### src/rtl/add_op_sequencer.sv
// add_op_sequencer: operand FIFO feeding a combinational adder, with a tagged, registered result channel
module add_op_sequencer #(
  parameter int DEPTH = 4,
  parameter int TAG_W = 8
) (
  input  logic                     clk,
  input  logic                     rst,
  input  logic                     in_valid,
  output logic                     in_ready,
  input  logic [31:0]              in_a,
  input  logic [31:0]              in_b,
  output logic [31:0]              add_a,
  output logic [31:0]              add_b,
  input  logic [31:0]              add_sum,
  output logic                     out_valid,
  input  logic                     out_ready,
  output logic [31:0]              out_sum,
  output logic [TAG_W-1:0]         out_tag,
  output logic [$clog2(DEPTH):0]   count
);
  localparam int AW = $clog2(DEPTH);
  localparam logic [AW:0] full_cnt = (AW+1)'(DEPTH);
  logic [31:0] mem_a [DEPTH];
  logic [31:0] mem_b [DEPTH];
  logic [TAG_W-1:0] mem_t [DEPTH];
  logic [AW-1:0] wr_ptr, rd_ptr;
  logic [TAG_W-1:0] tag_ctr;
  logic push, pop, not_empty;
  always_comb begin
    not_empty = count != '0;
    in_ready  = count != full_cnt;
    push      = in_valid & in_ready;
    pop       = not_empty & (!out_valid | out_ready);
    add_a     = not_empty ? mem_a[rd_ptr] : '0;
    add_b     = not_empty ? mem_b[rd_ptr] : '0;
  end
  always_ff @(posedge clk) begin
    if (push) begin
      mem_a[wr_ptr] <= in_a;
      mem_b[wr_ptr] <= in_b;
      mem_t[wr_ptr] <= tag_ctr;
    end
  end
  always_ff @(posedge clk or posedge rst) begin
    if (rst) begin
      wr_ptr    <= '0;
      rd_ptr    <= '0;
      count     <= '0;
      tag_ctr   <= '0;
      out_valid <= 1'b0;
      out_sum   <= '0;
      out_tag   <= '0;
    end else begin
      if (push) begin
        wr_ptr  <= wr_ptr + 1'b1;
        tag_ctr <= tag_ctr + 1'b1;
      end
      count <= (push & !pop) ? count + 1'b1 : (!push & pop) ? count - 1'b1 : count;
      if (pop) begin
        rd_ptr    <= rd_ptr + 1'b1;
        out_sum   <= add_sum;
        out_tag   <= mem_t[rd_ptr];
        out_valid <= 1'b1;
      end else if (out_ready) begin
        out_valid <= 1'b0;
      end
    end
  end
endmodule

### config.mk
export PLATFORM = sky130hd
export DESIGN_NAME = add_op_sequencer
export DESIGN_NICKNAME = d
export VERILOG_FILES = /design/src/rtl/add_op_sequencer.sv
export SDC_FILE = /design/constraint.sdc
export NUM_CORES = 1
export LEC_CHECK = 0
export ABC_AREA = 0
export BUFFER_PORTS_ARGS = -buffer_cell sky130_fd_sc_hd__buf_4
export CAP_MARGIN = 20
export CORE_AREA = 4 4 198 200
export DETAILED_ROUTE_END_ITERATION = 8
export DIE_AREA = 0 0 202 204
export PLACE_DENSITY = 0.59
export RECOVER_POWER = 50
export SLEW_MARGIN = 40
export SYNTH_ARGS = -nofsm -noshare
export SYNTH_HDL_FRONTEND = slang
export SYNTH_SLANG_ARGS = --single-unit
### constraint.sdc
create_clock -name clk -period 3.5 [get_ports clk]
set_clock_uncertainty 0.05 [all_clocks]
set_input_delay 0.875 -clock clk [delete_from_list [all_inputs] [get_ports clk]]
set_output_delay 0.875 -clock clk [all_outputs]
set_load 0.05 [all_outputs]
# --- Yosys cells after proc, flatten, opt, wreduce, memory -nomap -nowiden ---
# Memories as Yosys holds them, arrays and structs flattened. A register that Yosys moved wholly into a read port is not among the register bits.
# Cells that the tools add are included.
totals:
  register_bits: 48
  latch_bits: 0
  ram_bits: 288
  rom_bits: 0
  output_inout_bits: 109
  n_memories: 3
classes:
  n_addsub: 5
  multipliers: 0
  div: 0
  order_cmp: 0
  eq_ne: 1
  shift: 0
  mux: 8
  bitwise: 5
  n_reduce_logical: 6
memory_table:
  columns: ["name", "words", "word_bits", "read_ports", "rd_ports_with_merged_regs", "write_ports", "line_no", "source"]
  rows:
  - ["mem_a", 4, 32, 1, 0, 1, "23", "logic [31:0] mem_a [DEPTH];"]
  - ["mem_b", 4, 32, 1, 0, 1, "24", "logic [31:0] mem_b [DEPTH];"]
  - ["mem_t", 4, 8, 1, 1, 1, "25", "logic [TAG_W-1:0] mem_t [DEPTH];"]
ops:
  columns: ["operator", "n"]
  rows:
  - ["32-bit two-way mux", 2]
  - ["8-bit by 1-bit adder with 8-bit output, second input constant", 1]
  - ["3-bit two-way mux", 2]
  - ["2-bit by 1-bit adder with 2-bit output, second input constant", 2]
  - ["1-bit bitwise AND", 4]
  - ["1-bit two-way mux", 4]
  - ["2-bit nonzero test", 2]
  - ["3-bit by 1-bit adder with 3-bit output, second input constant", 1]
  - ["1-bit logical NOT", 3]
  - ["3-bit != test, second input constant", 1]
  - ["3-bit nonzero test", 1]
  - ["3-bit by 1-bit subtractor with 3-bit output, second input constant", 1]
  - ["1-bit OR", 1]

# --- Depth between registers and ports, before layout ---
# Gate-level depths: netlist of run 1.
depth:
  depth_word: 6
  depth_mapped: 11
  depth_no_buf: 9

# --- Least setup slack after synthesis of run 1 ---
# No wires, ideal clock.
synth_timing:
  kind: "reg2reg"
  from: "register count[0]"
  to: "memory mem_a[0][0] (enable)"
  arrival_ns: 2.933
  required_time_ns: 3.011
  setup_slack_ns: 0.078
  path_stages_with_launch: 4
  path_buffers: 0
  path_cell_list: "dfrtp_1 > nor3b_4 > inv_2 > and3_1"
synth_via:
  elab_chain_cells: 4
synth_rtl:
  columns: ["element", "line_no", "source"]
  rows:
  - ["start, declared", "19", "output logic [$clog2(DEPTH):0] count"]
  - ["start signal, assigned", "58", "count <= (push & !pop) ? count + 1'b1 : (!push & pop) ? count - 1'b1 : count;"]
  - ["3-bit != test", "31", "in_ready = count != full_cnt;"]
  - ["via in_ready", "9", "output logic in_ready,"]
  - ["1-bit bitwise AND", "32", "push = in_valid & in_ready;"]
  - ["1-bit two-way mux", "38", "if (push) begin"]
  - ["1-bit two-way mux (not written as such)", "39", "mem_a[wr_ptr] <= in_a;"]
  - ["end, declared", "23", null]
# The timed path passes the listed nets, and every way through them passes these cells.

# --- Worst setup path in the final report of run 1 ---
layout_timing:
  from: "register rd_ptr[1]"
  to: "output port add_a[9]"
layout_via:
  elab_chain_cells: 2
layout_rtl:
  columns: ["element", "line_no", "source"]
  rows:
  - ["start, declared", "26", "logic [AW-1:0] wr_ptr, rd_ptr;"]
  - ["start signal, assigned", "60", "rd_ptr <= rd_ptr + 1'b1;"]
  - ["memory read 4 x 32 bit", null, null]
  - ["32-bit two-way mux", "34", "add_a = not_empty ? mem_a[rd_ptr] : '0;"]
  - ["end, declared", "12", "output logic [31:0] add_a,"]
# No other way between the ends.

==> metrics, run 1 <==
outcome=finished, violations left; failing checks=max-capacitance violations, max-slew violations; Worst-path clk slew=0.06 ns; CP Class=reg -> out; Final Hold Fails=0; boundary pin count=209; vias in the first global route=6,915; CP arrival=2.33 ns; Worst R2R Setup Slack=between 0.3 and 0.4 ns; FF-to-FF End=mem_a[3][30]; Max Freq=about 300 MHz; die area=41,200 um^2; DR WL/cell=20.1 um; pwr/cell area=1070 nW/um^2; Reg power frac=approximately a third; worst reg2reg path depth=4; Antenna Nets Post-Route=0; Net Switching=6.89 mW; total CTS buffers=39; GPL Wtd Cong=0.665; Tcrit/Tclk final=between 90% and 100%; Placed Cells=1,310; Sink Count=344; clock network fraction of total power=23.4%; worst-skew pair later-pin latency=0.53 ns; CP Buf/Inv Count=2; most used cell, CP=buf_4; initial antenna violation count=2; RSZ-0062 raised after global routing=no; drt pass-1 iters=4; fin. max-slew vios=28; Post-synth EDFFs=288; Die Y=between 200 and 250 um; grt ovf=0; Max VDD drop=0.594 mV; CP max FO=28; Hold Crit Start=out_sum[28]; Global Route Usage Sum=13.4%; Finished Layout Cells=approximately 1.4k; sequential area share after synthesis=75.6%; Worst Setup Start Kind=register; Critical Path RT=2.57 ns; largest net degree at the start of global routing=68; CTS tree=done; crit-path cells=buf_4 > mux4_2 > nor2b_1 > buf_4; count leader, synth=edfxtp_1; combinational share of power=between 40% and 50%; detailed-placement wirelength estimate=17,100 um; Hold Buf Count CTS=0; DRC=0; Max stage delay on crit path=0.75 ns; syn nets=708; Final WS setup=around 0.25 ns; H-tree depth=2; number of synthesized register bits=344; max_cap viols=1; drt total wl=27,800 um; minimum clock period=3.25 ns; share of the synthesized area in the top cell type=approximately two thirds; # Post-CTS Setup Buffers=0; Nets=947; class of the worst hold path=reg -> reg; Hold EP=out_sum[28]; core area=37,400 um^2; final setup TNS=0 ns; count of unique library cells instantiated by Yosys=29; I/O Buffers=208; Initial Util=35.6%; Area contributors post-synth=edfxtp_1, mux4_2, dfrtp_1; num rows=between 70 and 80; worst reg2reg path startpoint=count[2]; crit-path leading delay family=flip-flops; syn_area_per_cell=~22 um^2; CTS max path bufs=3; commonest register cell after synthesis=edfxtp_1; share of cells above drive strength 1=38.3%; Antenna diodes=0; Die X=202 um; via count=6,394; worst hold margin=0.459 ns; Synth Instances=601; Root Buffer=clkbuf_16; Post-CTS Resized=0; Final setup viols=0; Pint=10.9 mW; Slew headroom=-21.3%; top cell type by total area after synthesis=edfxtp_1; Crit. End Element=output pin; Worst Max-Slew Pin Slew=around 1.8 ns; leakage power=just under 6 nW; switching share of power=between 30 and 40%; Vias/cell=4.63; first-pass GRT wire length=42,300 um; ys async rst share=around 16%; Worst path slowest cell=dfrtp_4; Netlist Area Pre-Place=13,300 um^2; Ys Warns=0; hold path depth=1; Layout area overhead=24.7%; Iter 0 DRT Violations=309; synth cell count leaders=edfxtp_1, mux4_2, nor2b_1; dpl ws=0.749 ns
==> layout by cell type, fill, tap and decap left out, types with 3 or more instances in the layout <==
cell type    n
dfrtp_1     54
xor2_1       6
bufinv_16    5
nor2b_1     64
mux2_4      38
mux4_2      72
edfxtp_1   288
clkbuf_16   40
clkbuf_1    81
inv_1        5
and3_1       4
clkbuf_8     3
xnor2_1      7
buf_4      152
nand2_1      3
mux2_1       3
ha_1         6
clkinv_2     3
buf_12       7
==> state kept, by name (all words and copies together), names as in the netlist <==
signal / count
mem_t: 32
wr_ptr: 2
out_sum: 32
rd_ptr: 2
out_tag: 8
tag_ctr: 8
mem_b: 128
mem_a: 128
out_valid: 1
count: 3
==> per-layer routing <==
layer	vias to the layer above	routed length, um	global-route usage (%)
met2	148	14000	22.5
li1	2864	-	-
met4	4	570	4.49
met1	3333	11700	17.1
met5	-	37	0
met3	45	1500	3.59
==> worst reg2reg max path: stages (launching register included) <==
cell     delay, ns
dfrtp_1       0.42
nor3b_1       0.19
inv_1         0.22
and3_1        1.43
buf_4         0.47
==> power by group through the flow <==
stage                     Clock [mW]  Sequential [mW]  Combinational [mW]
after global placement             0             6.05                7.85
final                           4.15             5.98                7.63
after detailed placement           0             6.08                7.86
after floorplan                    0             6.69                4.90
after global routing            4.44             6.09                8.04
after CTS                       4.27             6.01                7.87
==> worst max path at each step <==
stage	startpoint	to	slack, ns	depth (start not counted)
finish	rd_ptr[1]	add_a[9]	0.25	4
CTS	rd_ptr[1]	add_b[25]	0.14	4
global route	rd_ptr[0]	add_a[23]	0.09	4
global placement	rd_ptr[1]	add_b[25]	0.76	4
floorplan	count[0]	mem_a[0][0]	0.08	3
detailed placement	rd_ptr[0]	add_a[23]	0.75	4
==> area by class of cell <==
| class | count | area [um^2] |
|---|---|---|
| clock buffers | 57 | 1090 |
| clock inverters | 15 | 223 |
| fillers | 3254 | 20800 |
| inverters | 6 | 22.5 |
| multi-input cells | 222 | 3010 |
| flip-flops and latches | 344 | 10100 |
| well taps | 511 | 639 |
| repair buffers | 227 | 1540 |
==> kinds of logic (layout without fill, tap and decap cells) <==
logic type    after synthesis  count (layout)  share of synthesized area [%]
xor+xnor                   13              13                          0.856
fa+ha+maj                   7               7                          0.715
buf+inv                    35             305                           1.77
flops                     344             344                           75.6
mux                       115             115                           17.0
simple gates               87              87                           4.14
==> metrics by stage <==
stage                     utilization [%]  instance area, um^2  total power [mW]
after CTS                            45.1                16900              18.1
final                                44.3                16600              17.8
after global placement               41.6                15600              13.9
after global routing                 44.3                16600              18.6
after detailed placement             41.6                15600              13.9
after floorplan                         -                13300              11.6
(Power assumes the default switching activity.)
==> inputs of run 2 (changes only) <==
--- a/config.mk
+++ b/config.mk
@@ -8,9 +8,9 @@
 export ABC_AREA = 0
 export BUFFER_PORTS_ARGS = -buffer_cell sky130_fd_sc_hd__buf_4
 export CAP_MARGIN = 20
-export CORE_AREA = 4 4 198 200
+export CORE_AREA = 4 4 151 262
 export DETAILED_ROUTE_END_ITERATION = 8
-export DIE_AREA = 0 0 202 204
+export DIE_AREA = 0 0 155 266
 export PLACE_DENSITY = 0.59
 export RECOVER_POWER = 50
 export SLEW_MARGIN = 40
==> run 2 against run 1 <==
Effect of this change:
- the run still ends with max-capacitance violations, max-slew violations left
- via count down 0.53%
- hold slack worse by 0.23 ns
- sequential share of layout area up 0.89 points
- routed wire length up 3.0%
- largest power group unchanged
==> metrics, run 2 (synthesis gave the netlist of run 1 again) <==
outcome=finished, violations left; failing checks=max-capacitance violations, max-slew violations; Final setup viols=0; max_cap viols=1; CTS max path bufs=3; Vias/cell=about 4.7; minimum clock period=3.14 ns; Die X=155 um; Slew headroom=-26.4%; RSZ-0062 raised after global routing=no; Die Y=266 um; Max Freq=319 MHz; die area=41,200 um^2; CP Buf/Inv Count=2; Max stage delay on crit path=0.54 ns; core area=approximately 38,000 um^2; DRC=0; Antenna Nets Post-Route=0; # Post-CTS Setup Buffers=0; commonest non-fill, non-tap cell in the layout=edfxtp_1; first-pass GRT wire length=43,200 um; Iter 0 DRT Violations=310; grt ovf=0; drt pass-1 iters=4; class of the worst hold path=in -> async; Tcrit/Tclk final=between 80 and 90%; Critical Path RT=roughly 2.6 ns; detailed-placement wirelength estimate=approximately 18,000 um; total CTS buffers=34; drt total wl=28,600 um; leakage power=5.87 nW; crit-path cells=buf_12 > mux4_2 > nor2b_1 > buf_4; share of cells above drive strength 1=a little under two fifths; initial antenna violation count=4; Max VDD drop=0.660 mV; via count=6,360; placed cell area=about 16,000 um^2; Worst Setup Start Kind=register; worst hold margin=0.231 ns; Global Route Usage Sum=13.8%; Root Buffer=clkbuf_16; Nets=941; fin. max-slew vios=34; final setup TNS=0 ns; Pwr Total=roughly 17 mW; H-tree depth=2; Crit. End Element=output pin; Largest regs=mem_a (128), mem_b (128); CP Class=reg -> out; pwr/cell area=1060 nW/um^2; Initial Util=35.4%; Worst-path clk slew=about 0.060 ns; Worst Max-Slew Pin Slew=1.90 ns; I/O Buffers=208; most frequent cells in the layout=edfxtp_1, buf_4, clkbuf_1; worst-skew pair later-pin latency=approximately 0.52 ns; Final Hold Fails=0; num rows=94; crit-path leading delay family=multiplexers; Sink Count=344; CTS tree=done; Post-CTS Resized=0; DR WL/cell=21.4 um; CP arrival=2.21 ns; largest net degree at the start of global routing=53; vias in the first global route=7,022; boundary pin count=between 200 and 250; post-route cell area=between 15,000 and 20,000 um^2; Layout area overhead=22.9%; final core area utilization=43.6%; Worst path slowest cell=mux4_2; GPL Wtd Cong=slightly above 0.7; Hold Buf Count CTS=0; CP max FO=39
[run 2: changes by cell type in the layout (fill, tap and decap cells not counted), sizes merged]
cell,previous run,this run
clkbuf,125,111
clkinv,7,9
bufinv,5,4
clkinvlp,1,2
diode,0,1
[run 2: stage by stage]
| step | setup WS, ns | std cells |
|---|---|---|
| floorplan | 0.0784 | 601 |
| global placement | 0.858 | 1278 |
| detailed placement | 0.851 | 1278 |
| CTS | 0.283 | 1339 |
| global route | 0.235 | 1340 |
| finish | 0.365 | 1340 |
[run 2: path summary, 6_finish.rpt]
path | startpoint | endpoint | slack, ns | cells past startpoint
min | rst | out_sum[26] | 0.23 | 2
max reg2reg | count[2] | mem_a[3][12] | 0.56 | 4
min in group clk | out_sum[24] | out_sum[24] | 0.46 | 1
min reg2reg | out_sum[24] | out_sum[24] | 0.46 | 1
max in group asynchronous | rst | count[0] | 1.10 | 3
max | rd_ptr[0] | add_a[11] | 0.36 | 4
[run 2: layout make-up]
cell class                 instances  area [um^2]
fill                            3316        21200
sequential                       344        10100
multi-input combinational        222         3000
timing repair buffer             226         1540
clock buffer                      44          931
tap                              480          601
clock inverter                    17          196
inverter                           6         22.5
antenna                            1         2.50
[run 2: power breakdown]
part	internal [mW]	switching [mW]
clock network	2.19	1.52
logic	2.77	5.00
registers	5.54	0.359
[run 2: routing by layer]
layer  share of wire, %  up-vias  global-route usage, %  wire (um)
met3                4.8       43                   2.89       1380
met4                2.5        6                   4.68        711
li1                   -     2861                      -          -
met1                 37     3295                   15.7      10600
met2                 55      155                   25.6      15900
met5               0.14        -                      0         40
[run 2: worst register-to-register path: cells and delay by family (launching register included)]
kind	cells	cell delay, ns
flops	1	0.42
simple gates	2	1.32
buf+inv	2	0.80
==> inputs of run 3 (changes only) <==
--- a/config.mk
+++ b/config.mk
@@ -9,6 +9,7 @@
 export BUFFER_PORTS_ARGS = -buffer_cell sky130_fd_sc_hd__buf_4
 export CAP_MARGIN = 20
 export CORE_AREA = 4 4 151 262
+export CTS_BUF_LIST = sky130_fd_sc_hd__clkbuf_8
 export DETAILED_ROUTE_END_ITERATION = 8
 export DIE_AREA = 0 0 155 266
 export PLACE_DENSITY = 0.59
@@ -17,3 +18,4 @@
 export SYNTH_ARGS = -nofsm -noshare
 export SYNTH_HDL_FRONTEND = slang
 export SYNTH_SLANG_ARGS = --single-unit
+export TNS_END_PERCENT = 30
==> run 3 against run 2 <==
Effect of this change:
- the flow still finishes with violations (max-capacitance violations, max-slew violations)
- register-to-register slack about the same
- final cell count up 2.4%
- non-clock buffer count unchanged
- via count up 0.61%
- setup slack worse by 0.070 ns
- largest power group unchanged
- utilization down 0.43 points
- critical endpoint unchanged
- hold slack worse by 0.059 ns
- clock-buffer cell count up 7
- critical path type unchanged
- global-route usage up 0.15 points
- routed wire length up 1.0%
- maximum frequency down 2.2%
==> metrics, run 3 (synthesis gave the netlist of run 1 again) <==
Crit. End Element=output pin; total CTS buffers=51; Max VDD drop=0.583 mV; Placed Cells=1,278; Critical Path RT=between 2 and 3 ns; Tcrit/Tclk final=91.6%; Largest regs=mem_a (128), mem_b (128); crit-path cells=buf_12 > mux4_2 > nor2b_1 > buf_4; Worst Setup Start Kind=register; CP max FO=39; Root Buffer=clkbuf_8; crit-path leading delay family=multiplexers; num rows=94; Max Freq=312 MHz; share of cells above drive strength 1=38.8%; FF-to-FF End=mem_b[3][27]; worst reg2reg path depth=4; Global Route Usage Sum=14.0%; worst-skew pair later-pin latency=0.58 ns; via count=about 6.4k; Sink Count=344; worst reg2reg path startpoint=count[2]; minimum clock period=~3.2 ns; DRC=0; drt total wl=between 20,000 and 30,000 um; Nets=~960; die area=a little over 40,000 um^2; CP Class=reg -> out; Layout area overhead=21.7%; most frequent cells in the layout=edfxtp_1, buf_4, mux4_2; Max stage delay on crit path=approximately 0.54 ns; failing checks=max-capacitance violations, max-slew violations; detailed-placement wirelength estimate=18,200 um; # Post-CTS Setup Buffers=0; Slew headroom=-26.5%; Worst Max-Slew Pin Slew=1.90 ns; GPL Wtd Cong=0.717; Die X=155 um; I/O Buffers=about 210; CP Buf/Inv Count=2; Worst path slowest cell=mux4_2; Post-CTS Resized=0; CP arrival=about 2.3 ns; RSZ-0062 raised after global routing=no; Die Y=266 um; Iter 0 DRT Violations=298; DR WL/cell=21.1 um; largest net degree at the start of global routing=53; final setup TNS=0 ns; Hold Buf Count CTS=0; fin. max-slew vios=34; first-pass GRT wire length=43,600 um; CTS max path bufs=3; vias in the first global route=between 7k and 8k; max_cap viols=1; leakage power=5.86 nW; H-tree depth=2; Final Hold Fails=0; grt ovf=0; final core area utilization=43.1%; pwr/cell area=1040 nW/um^2; class of the worst hold path=in -> async; commonest non-fill, non-tap cell in the layout=edfxtp_1; boundary pin count=209; Final setup viols=0; Initial Util=35.4%; Worst-path clk slew=0.07 ns; CTS tree=done; Worst R2R Setup Slack=0.57 ns; filler cell count=3,364; drt pass-1 iters=4; outcome=finished, violations left; initial antenna violation count=5; Finished Layout Cells=1,372; core area=between 30,000 and 40,000 um^2; Vias/cell=roughly 4.7; Antenna Nets Post-Route=0
-- run 3: layer usage --
layer | wire length, um | vias up | global-route usage [%]
met3 | 1400 | 55 | 3.12
li1 | - | 2904 | -
met5 | 47 | - | 0
met4 | 823 | 6 | 5.09
met2 | 16100 | 164 | 26.1
met1 | 10600 | 3270 | 15.4
-- run 3: worst max path at each step --
stage | slack, ns | depth (start not counted) | end | start
after detailed placement | 0.85 | 4 | add_a[11] | rd_ptr[0]
final | 0.29 | 4 | add_a[11] | rd_ptr[0]
after CTS | 0.19 | 4 | add_a[11] | rd_ptr[0]
after global routing | 0.15 | 4 | add_a[11] | rd_ptr[0]
after floorplan | 0.08 | 3 | mem_a[0][0] | count[0]
after global placement | 0.86 | 4 | add_a[11] | rd_ptr[1]
-- run 3: report_power, final --
group	internal, mW	switching, mW	total (mW)
logic	2.77	5.00	7.77
registers	5.54	0.360	5.90
clock network	1.59	1.52	3.11
-- run 3: area by class of cell --
cell class	count	area (um^2)	area share, %
tap	480	601	3.71
timing repair buffer	226	1540	9.50
inverter	6	22.5	0.139
sequential	344	10100	62.2
multi-input combinational	222	3000	18.5
clock inverter	41	262	1.62
antenna	2	5.00	0.0309
clock buffer	51	702	4.34
-- run 3: metrics by stage --
step / power [mW] / hold slack (ns) / setup WS, ns / cell area, um^2
floorplan: 11.6 / 0.439 / 0.0784 / 13300
global placement: 14.0 / 0.443 / 0.858 / 15500
detailed placement: 14.0 / 0.444 / 0.851 / 15500
CTS: 17.2 / 0.0678 / 0.188 / 16500
global route: 17.6 / 0.156 / 0.147 / 16200
finish: 16.8 / 0.172 / 0.295 / 16200
